==> config.mk <==
export PLATFORM = sky130hd
export DESIGN_NAME = fpu_mul_result_stage
export DESIGN_NICKNAME = d
export VERILOG_FILES = /design/src/rtl/fpu_mul_pkg.sv /design/src/rtl/fpu_mul_skid_buf.sv /design/src/rtl/fpu_mul_result_stage.sv
export SDC_FILE = /design/constraint.sdc
export NUM_CORES = 1
export LEC_CHECK = 0
export CORE_MARGIN = 3
export CORE_UTILIZATION = 50
export DETAILED_ROUTE_END_ITERATION = 10
export PLACE_DENSITY = 0.89
export SLEW_MARGIN = 25
export SYNTH_ARGS = -nofsm -noshare
export SYNTH_HDL_FRONTEND = slang
export SYNTH_SLANG_ARGS = --single-unit
export TNS_END_PERCENT = 30
==> constraint.sdc <==
create_clock -name i_clk -period 3 [get_ports i_clk]
set_input_delay 0.75 -clock i_clk [delete_from_list [all_inputs] [get_ports i_clk]]
set_output_delay 0.75 -clock i_clk [all_outputs]
set_load 0.03 [all_outputs]
==> src/rtl/fpu_mul_pkg.sv <==
// Shared types and constants for the FPU multiplier result stage.
// Select codes, quiet-NaN fraction, skid states and packed result layout.
package fpu_mul_pkg;

  localparam int EXP_W  = 8;
  localparam int MAN_W  = 24;
  localparam int FRAC_W = MAN_W - 1;

  localparam logic [1:0] SEL_CALC = 2'b00;
  localparam logic [1:0] SEL_RSVD = 2'b01;
  localparam logic [1:0] SEL_ZERO = 2'b10;
  localparam logic [1:0] SEL_ONES = 2'b11;

  localparam logic [FRAC_W-1:0] QNAN_FRAC =
    {1'b1, {(FRAC_W-1){1'b0}}};

  typedef enum logic [1:0] {
    SKID_EMPTY,
    SKID_ONE,
    SKID_FULL
  } skid_state_t;

  typedef struct packed {
    logic              sign;
    logic [EXP_W-1:0]  exp;
    logic [FRAC_W-1:0] frac;
  } fp_result_t;

endpackage

==> src/rtl/fpu_mul_skid_buf.sv <==
// Two-entry valid/ready buffer: output register plus one skid register.
// in_ready depends only on state, so there is no path from out_ready.
module fpu_mul_skid_buf
  import fpu_mul_pkg::*;
#(
  parameter int W = 35
) (
  input  logic         i_clk,
  input  logic         i_rst,
  input  logic         in_valid,
  output logic         in_ready,
  input  logic [W-1:0] in_data,
  output logic         out_valid,
  input  logic         out_ready,
  output logic [W-1:0] out_data
);

  skid_state_t state, state_nxt;
  logic [W-1:0] out_q, skid_q;
  logic in_fire, out_fire;
  logic load_out, load_skid, pop_skid;

  assign in_ready  = (state != SKID_FULL);
  assign out_valid = (state != SKID_EMPTY);
  assign in_fire   = in_valid & in_ready;
  assign out_fire  = out_valid & out_ready;
  assign out_data  = out_q;

  always_ff @(posedge i_clk or posedge i_rst) begin
    if (i_rst) state <= SKID_EMPTY;
    else       state <= state_nxt;
  end

  always_comb begin
    state_nxt = state;
    load_out  = 1'b0;
    load_skid = 1'b0;
    pop_skid  = 1'b0;
    unique case (state)
      SKID_EMPTY: begin
        if (in_fire) begin
          state_nxt = SKID_ONE;
          load_out  = 1'b1;
        end
      end
      SKID_ONE: begin
        if (in_fire && !out_fire) begin
          state_nxt = SKID_FULL;
          load_skid = 1'b1;
        end else if (out_fire && !in_fire) begin
          state_nxt = SKID_EMPTY;
        end else if (in_fire && out_fire) begin
          load_out = 1'b1;
        end
      end
      SKID_FULL: begin
        if (out_fire) begin
          state_nxt = SKID_ONE;
          pop_skid  = 1'b1;
        end
      end
      default: state_nxt = SKID_EMPTY;
    endcase
  end

  always_ff @(posedge i_clk or posedge i_rst) begin
    if (i_rst) begin
      out_q  <= '0;
      skid_q <= '0;
    end else begin
      if (load_out)      out_q <= in_data;
      else if (pop_skid) out_q <= skid_q;
      if (load_skid)     skid_q <= in_data;
    end
  end

endmodule

==> src/rtl/fpu_mul_result_stage.sv <==
// FPU multiplier result stage: select/ovf/unf apply, pack, flag decode, skid out.
// FPU_MUL_STICKY_FLAGS_EN adds i_flag_clr and o_sticky {invalid, ovf, unf}.
module fpu_mul_result_stage
  import fpu_mul_pkg::*;
#(
  parameter int SIZE_EXP = EXP_W,
  parameter int SIZE_MAN = MAN_W
) (
  input  logic                         i_clk,
  input  logic                         i_rst,
  input  logic                         i_valid,
  output logic                         o_ready,
  input  logic                         i_sign_a,
  input  logic                         i_sign_b,
  input  logic [1:0]                   i_sel_exp,
  input  logic [1:0]                   i_sel_man,
  input  logic [SIZE_EXP-1:0]          i_exp_calc,
  input  logic [SIZE_MAN-2:0]          i_man_calc,
  input  logic                         i_ovf,
  input  logic                         i_unf,
  output logic                         o_valid,
  input  logic                         i_ready,
  output logic [SIZE_EXP+SIZE_MAN-1:0] o_result,
`ifdef FPU_MUL_STICKY_FLAGS_EN
  input  logic                         i_flag_clr,
  output logic [2:0]                   o_sticky,
`endif
  output logic                         o_is_nan,
  output logic                         o_is_inf,
  output logic                         o_is_zero
);

  localparam int RW = SIZE_EXP + SIZE_MAN;
`ifdef FPU_MUL_STICKY_FLAGS_EN
  localparam int PW = RW + 5;
`else
  localparam int PW = RW + 3;
`endif

  fp_result_t         res;
  logic [SIZE_EXP-1:0] exp_v;
  logic [SIZE_MAN-2:0] frac_v;
  logic exp_calc, ovf_hit, unf_hit;
  logic nan, inf, zero;
  logic [PW-1:0] pay_in, pay_out;

  // Overflow/underflow only act when the computed exponent is selected
  assign exp_calc = ~i_sel_exp[1];
  assign ovf_hit  = exp_calc & i_ovf;
  assign unf_hit  = exp_calc & ~i_ovf & i_unf;

  always_comb begin
    exp_v  = i_exp_calc;
    frac_v = i_man_calc;
    unique case (1'b1)
      ovf_hit: begin
        exp_v  = '1;
        frac_v = '0;
      end
      unf_hit: begin
        exp_v  = '0;
        frac_v = '0;
      end
      default: begin
        unique case (i_sel_exp)
          SEL_ZERO: exp_v = '0;
          SEL_ONES: exp_v = '1;
          default:  exp_v = i_exp_calc;
        endcase
        unique case (i_sel_man)
          SEL_ZERO: frac_v = '0;
          SEL_ONES: frac_v = QNAN_FRAC;
          default:  frac_v = i_man_calc;
        endcase
      end
    endcase
  end

  assign nan  = (&exp_v) & (|frac_v);
  assign inf  = (&exp_v) & ~(|frac_v);
  assign zero = ~(|exp_v);

  assign res.sign = (i_sign_a ^ i_sign_b) & ~nan;
  assign res.exp  = exp_v;
  assign res.frac = frac_v;

`ifdef FPU_MUL_STICKY_FLAGS_EN
  assign pay_in = {ovf_hit, unf_hit, nan, inf, zero, res};
`else
  assign pay_in = {nan, inf, zero, res};
`endif

  fpu_mul_skid_buf #(.W(PW)) u_skid (
    .i_clk     (i_clk),
    .i_rst     (i_rst),
    .in_valid  (i_valid),
    .in_ready  (o_ready),
    .in_data   (pay_in),
    .out_valid (o_valid),
    .out_ready (i_ready),
    .out_data  (pay_out)
  );

  assign {o_is_nan, o_is_inf, o_is_zero, o_result} = pay_out[RW+2:0];

`ifdef FPU_MUL_STICKY_FLAGS_EN
  logic [2:0] sticky;
  logic [2:0] sticky_set;

  assign sticky_set = {3{o_valid & i_ready}} &
                      {o_is_nan, pay_out[PW-1], pay_out[PW-2]};

  // A set in the clearing cycle survives the clear
  always_ff @(posedge i_clk or posedge i_rst) begin
    if (i_rst) sticky <= '0;
    else       sticky <= (i_flag_clr ? 3'b000 : sticky) | sticky_set;
  end

  assign o_sticky = sticky;
`endif

endmodule

==> results of run 1 <==
per-stage QoR:
stage / setup WS [ps] / power [W] / instance area (um^2)
floorplan: 425.1 / 0.002067 / 3344
global placement: 525.5 / 0.002498 / 4245
detailed placement: 483.6 / 0.002549 / 4245
CTS: 545.1 / 0.003415 / 4471
global route: 508.6 / 0.003582 / 4471
finish: 567.5 / 0.003396 / 4471
worst max-delay path by stage:
stage	from	endpoint	slack, ps
4_1_cts	u_skid.state[1]$_DFFE_PP0P_	o_valid	550
5_1_grt	u_skid.state[1]$_DFFE_PP0P_	o_valid	510
6_report	u_skid.state[1]$_DFFE_PP0P_	o_valid	570
2_1_floorplan	i_rst	u_skid.out_data[0]$_DFFE_PP0P_	430
3_5_place_dp	i_sel_exp[1]	u_skid.out_data[34]$_DFFE_PP0P_	480
3_3_place_gp	i_sel_exp[1]	u_skid.skid_q[34]$_DFFE_PP0P_	530
worst register-to-register path, delay by kind of cell (launching register included):
family	cells	cell delay, ps
buffers and inverters	1	380
AOI/OAI and AO/OA	1	90
DFF	1	450
and+or+nand+nor	2	630
synthesized netlist by cell type, types with 2 or more instances:
| cell | count | share of area |
|---|---|---|
| and4_1 | 2 | 0.0052 |
| nor4_1 | 5 | 0.0094 |
| inv_1 | 2 | 0.0022 |
| dfrtp_1 | 72 | 0.54 |
| nor2_1 | 36 | 0.040 |
| o22ai_1 | 2 | 0.0037 |
| nand2_1 | 60 | 0.067 |
| o21ai_0 | 33 | 0.049 |
| mux2_2 | 35 | 0.12 |
| buf_2 | 12 | 0.018 |
| nand2b_1 | 3 | 0.0056 |
| clkbuf_1 | 10 | 0.011 |
| mux2i_1 | 4 | 0.012 |
| a21oi_1 | 42 | 0.063 |
state kept, by name, indices dropped and copies added, names as in the netlist:
register         flops
u_skid.skid_q       35
u_skid.state         2
u_skid.out_data     35
metal layers:
| layer | GRT usage | vias to the layer above | part of all wire |
|---|---|---|---|
| met2 | 0.3589 | 115 | 0.49 |
| met4 | 0.09344 | 0 | 0.024 |
| li1 | - | 1324 | - |
| met3 | 0.06679 | 16 | 0.081 |
| met1 | 0.2673 | 1344 | 0.41 |
| met5 | 0 | - | 0 |
power groups by stage:
stage / clock (W) / sequential (W) / combinational (W)
2_1_floorplan: 0 / 0.00161 / 0.000454
3_3_place_gp: 0 / 0.00136 / 0.00113
3_5_place_dp: 0 / 0.00138 / 0.00116
4_1_cts: 0.000874 / 0.00137 / 0.00117
5_1_grt: 0.000923 / 0.00140 / 0.00126
6_report: 0.000861 / 0.00137 / 0.00117
kinds of logic after synthesis:
| logic type | share of synthesized area |
|---|---|
| AOI/OAI and AO/OA | 0.1448 |
| and+or+nand+nor | 0.1526 |
| muxes | 0.1298 |
| buffers and inverters | 0.03143 |
| xor gates and xnor gates | 0.002619 |
| DFF | 0.5387 |
area by class of cell:
type,count,area share
tap,77,0.02155
sequential,72,0.4030
multi-input combinational,243,0.3230
timing repair buffer,88,0.2004
clock buffer,9,0.02771
inverter,2,0.001679
clock inverter,7,0.02267
==> flow_metrics.env, run 1 <==
export IMPL_outcome="completed"
export IMPL_synth_nets=382
export IMPL_port_buffers=79
export IMPL_rrSetupSlack_ps=1330
export IMPL_cp_max_fo=7
export IMPL_drt_pass1_iterations=5
export IMPL_vias=2799
export IMPL_rr_worst_depth=4
export IMPL_seqPwrFrac=0.403
export IMPL_synth_seq_cells=72
export IMPL_tightest_slew_ps=474.3
export IMPL_cts_buffer_depth=2
export IMPL_start_kind="register"
export IMPL_path_delay_family="buffers and inverters"
export IMPL_dieArea_um2=7706
export IMPL_grt_pass1_vias=2712
export IMPL_synthArstFlopShare=1.000
export IMPL_final_nets=459
export IMPL_start_util=0.5207
export IMPL_yosys_cell_types_count=35
export IMPL_grt_pass1_wl_mm=12.76
export IMPL_final_antenna_net_count=0
export IMPL_final_cell_mix="79 x clkdlybuf4s50_1, 72 x dfrtp_1, 60 x nand2_1, 42 x a21oi_1, 36 x nor2_1"
export IMPL_p_clk_frac=0.253
export IMPL_ctsHoldBuffers=0
export IMPL_numCtsBuffers=9
export IMPL_final_cells=498
export IMPL_reg2reg_to="u_skid.skid_q[6]$_DFFE_PP0P_"
export IMPL_fillers=473
export IMPL_hp_class="register to register"
export IMPL_final_core_util=0.6961
export IMPL_htreeDepth=3
export IMPL_register_area_um2=1802
export IMPL_cp_depth=2
export IMPL_diodes=0
export IMPL_tns_ps=0
export IMPL_synthFlopType="dfrtp_1"
export IMPL_grt_max_degree=40
export IMPL_synth_area_um2=3344
export IMPL_ys_seq_area_frac=0.5387
export IMPL_path_cells="or2_2 -> clkdlybuf4s50_1"
export IMPL_max_clock_freq_mhz=411.1
export IMPL_postCtsResizedCells=0
export IMPL_routed_wl_mm=8.154
export IMPL_p_int_w=0.002229
export IMPL_worstHoldEndpoint="u_skid.skid_q[5]$_DFFE_PP0P_"
export IMPL_setup_violations=0
export IMPL_finalHoldWorstSlack_ps=481.6
export IMPL_clk_transition_reported_paths_ps=80
export IMPL_areaGrowthSynthToFinish_pct=33.67
export IMPL_power_frac_comb=0.344
export IMPL_antenna_found_initial=0
export IMPL_cap_violations=0
export IMPL_crit_slowest_cell="clkdlybuf4s50_1"
export IMPL_die_w_um=87.79
export IMPL_cts_tree="done"
export IMPL_grtUsageTotal=0.2185
export IMPL_synth_edf_count=0
export IMPL_final_common_cell="clkdlybuf4s50_1"
export IMPL_clkSinkCount=72
export IMPL_worstSetupPathType="register to primary output"
export IMPL_p_leak_nw=1.917
export IMPL_boundaryPins=80
export IMPL_synth_area_per_cell_um2=9.866
export IMPL_cts_setup_buffers=0
export IMPL_relSlewSlack=0.6796
export IMPL_overflow=0
export IMPL_drive_gt1_frac=0.1639
export IMPL_min_path_cells=2
export IMPL_multiInputGateArea_um2=1444
export IMPL_place_gp_congestion=0.8403
export IMPL_netlist_instances=339
export IMPL_cts_root_buf="clkbuf_8"
export IMPL_hold_path_startpoint="u_skid.skid_q[5]$_DFFE_PP0P_"
export IMPL_clk_insertion_delay_late_ps=340
export IMPL_coreArea_um2=6422
export IMPL_end_kind="primary output"
export IMPL_ys_warnings_count=0
export IMPL_drc=0
export IMPL_routed_via_density=5.620
export IMPL_place_inst=482
export IMPL_drt_iter0_drc=134
export IMPL_rsz0062_at_grt="no"
export IMPL_powerDensity_nw_per_um2=759.6
export IMPL_arrival_ps=1680
export IMPL_path_buf_inv=1
export IMPL_wl_per_cell_um=16.37
export IMPL_r2r_start="u_skid.state[1]$_DFFE_PP0P_"
export IMPL_min_period_ps=2432
export IMPL_std_cell_rows=29
export IMPL_cp_required_ps=2250
export IMPL_p_sw_frac=0.3434
export IMPL_hpwl_mm=5.870
export IMPL_fin_crit_sh=0.8108
export IMPL_vdd_ir_drop_max_mv=0.4891
export IMPL_power_switching_w=0.001166
export IMPL_skew_ps=9.422
export IMPL_finalHoldViolCount=0
export IMPL_maxSlewViolCount=0
export IMPL_cp_slowest_stage_delay_ps=590
export IMPL_die_height_um=87.79
Power figures use the tool's default switching activity.
==> run 2, diff against run 1 <==
==> constraint.sdc (replaced) <==
create_clock -name i_clk -period 2.33 [get_ports i_clk]
set_input_delay 0.5825 -clock i_clk [delete_from_list [all_inputs] [get_ports i_clk]]
set_output_delay 0.5825 -clock i_clk [all_outputs]
set_load 0.03 [all_outputs]
==> run 2 against run 1 <==
Clock skew fell by 3.3 ps; worst hold slack worse by 1.4 ps; total power up 24%; global-route usage rose by 0.34 points; sequential share of layout area is 0.18 points higher; cell count increased by 0.20%; clock-buffer cell count increased by 2; wire length shrank 1.7%; non-clock buffer count up 2; utilization decreased by 0.31 points; critical path type unchanged.
==> flow_metrics.env, run 2 (same netlist as run 1, synthesis figures left out) <==
export IMPL_outcome="completed"
export IMPL_drc=0
export IMPL_crit_slowest_cell="clkdlybuf4s50_1"
export IMPL_place_gp_congestion=0.8242
export IMPL_wl_per_cell_um=16.07
export IMPL_boundaryPins=80
export IMPL_cp_required_ps=1750
export IMPL_grt_pass1_vias=2814
export IMPL_setup_violations=0
export IMPL_min_period_ps=2269
export IMPL_fin_crit_sh=0.9739
export IMPL_path_cells="or2_2 -> clkdlybuf4s50_1"
export IMPL_cts_setup_buffers=0
export IMPL_rr_worst_depth=5
export IMPL_vdd_ir_drop_max_mv=0.5185
export IMPL_register_area_um2=1802
export IMPL_end_kind="primary output"
export IMPL_power_w=0.004208
export IMPL_routed_wl_mm=8.018
export IMPL_powerDensity_nw_per_um2=945.4
export IMPL_tns_ps=0
export IMPL_worstSetupPathType="register to primary output"
export IMPL_fin_ws_ps=60.83
export IMPL_clk_transition_reported_paths_ps=70
export IMPL_grt_max_degree=73
export IMPL_clkSinkCount=72
export IMPL_path_buf_inv=1
export IMPL_coreArea_um2=6422
export IMPL_r2r_start="u_skid.state[1]$_DFFE_PP0P_"
export IMPL_drt_pass1_iterations=4
export IMPL_areaGrowthSynthToFinish_pct=33.07
export IMPL_cp_slowest_stage_delay_ps=590
export IMPL_hpwl_mm=5.642
export IMPL_vias=2813
export IMPL_drt_iter0_drc=146
export IMPL_max_clock_freq_mhz=440.7
export IMPL_min_path_cells=2
export IMPL_numCtsBuffers=9
export IMPL_dieArea_um2=7706
export IMPL_final_cells=499
export IMPL_htreeDepth=3
export IMPL_arrival_ps=1690
export IMPL_relSlewSlack=0.7247
export IMPL_grt_pass1_wl_mm=13.07
export IMPL_rrSetupSlack_ps=790
export IMPL_final_nets=461
export IMPL_path_delay_family="buffers and inverters"
export IMPL_antenna_found_initial=0
export IMPL_diodes=0
export IMPL_postCtsResizedCells=0
export IMPL_final_cell_mix="79 x clkdlybuf4s50_1, 72 x dfrtp_1, 60 x nand2_1, 42 x a21oi_1, 36 x nor2_1"
export IMPL_port_buffers=79
export IMPL_hp_class="register to register"
export IMPL_final_common_cell="clkdlybuf4s50_1"
export IMPL_rsz0062_at_grt="no"
export IMPL_p_leak_nw=1.915
export IMPL_die_height_um=87.79
export IMPL_grtUsageTotal=0.2220
export IMPL_std_cell_rows=29
export IMPL_finalHoldViolCount=0
export IMPL_clk_insertion_delay_late_ps=330
export IMPL_hold_path_startpoint="u_skid.skid_q[13]$_DFFE_PP0P_"
export IMPL_die_w_um=87.79
export IMPL_place_inst=484
export IMPL_drive_gt1_frac=0.1635
export IMPL_overflow=0
export IMPL_cap_violations=0
export IMPL_skew_ps=6.146
export IMPL_dp_slack_ps=64.29
export IMPL_routed_via_density=5.637
export IMPL_tightest_slew_ps=412.1
export IMPL_fillers=477
export IMPL_cts_buffer_depth=2
export IMPL_worstHoldEndpoint="u_skid.skid_q[13]$_DFFE_PP0P_"
export IMPL_final_core_util=0.6930
export IMPL_cts_root_buf="clkbuf_8"
export IMPL_maxSlewViolCount=0
export IMPL_cts_tree="done"
export IMPL_final_antenna_net_count=0
export IMPL_reg2reg_to="u_skid.out_data[27]$_DFFE_PP0P_"
export IMPL_ctsHoldBuffers=0
export IMPL_start_kind="register"
export IMPL_multiInputGateArea_um2=1444
export IMPL_cp_max_fo=7
export IMPL_start_util=0.5207
[run 2: cell count changes in the layout (fill, tap and decap cells not counted)]
cell,delta
clkinv_2,+3
inv_6,-3
buf_4,+2
bufinv_16,-1
clkbuf_1,+1
clkbuf_8,+1
clkinvlp_4,-1
inv_2,-1
[run 2: worst max path at each step]
stage / startpoint / slack, ps / endpoint / cells past startpoint
5_1_grt: u_skid.state[1]$_DFFE_PP0P_ / 8 / o_valid / 2
2_1_floorplan: i_man_calc[10] / 590 / u_skid.skid_q[34]$_DFFE_PP0P_ / 4
4_1_cts: u_skid.state[1]$_DFFE_PP0P_ / 50 / o_valid / 2
6_report: u_skid.state[1]$_DFFE_PP0P_ / 60 / o_valid / 2
3_3_place_gp: i_man_calc[10] / 90 / u_skid.skid_q[34]$_DFFE_PP0P_ / 5
3_5_place_dp: i_man_calc[8] / 60 / u_skid.skid_q[34]$_DFFE_PP0P_ / 5
[run 2: through the flow]
step	area, um^2	hold slack [ps]
global route	4451	506.0
detailed placement	4264	467.0
floorplan	3348	446.0
CTS	4451	483.3
global placement	4264	456.5
finish	4451	480.2
[run 2: worst min-delay path, cell delays in order, from the launching register on]
cell and delay (ps):
dfrtp_1 340, nand2_1 40, o21ai_0 60
[run 2: power breakdown]
part | switching (W) | internal, W
Clock | 0.000426 | 0.000513
Sequential | 0.000179 | 0.00158
Combinational | 0.000828 | 0.000682
Total | 0.00143 | 0.00277
[run 2: area by class of cell]
cell class / instances / area share
clock buffers: 11 / 0.03177
clock inverters: 4 / 0.01012
inverters: 2 / 0.002530
multi-input cells: 243 / 0.3244
flip-flops and latches: 72 / 0.4048
well taps: 77 / 0.02165
repair buffers: 90 / 0.2047
[run 2: metal layers]
metal,track usage,share of wire,vias up
li1,-,-,1332
met5,0,0,-
met3,0.05174,0.072,14
met4,0.08647,0.016,0
met1,0.2772,0.43,1356
met2,0.3740,0.49,111
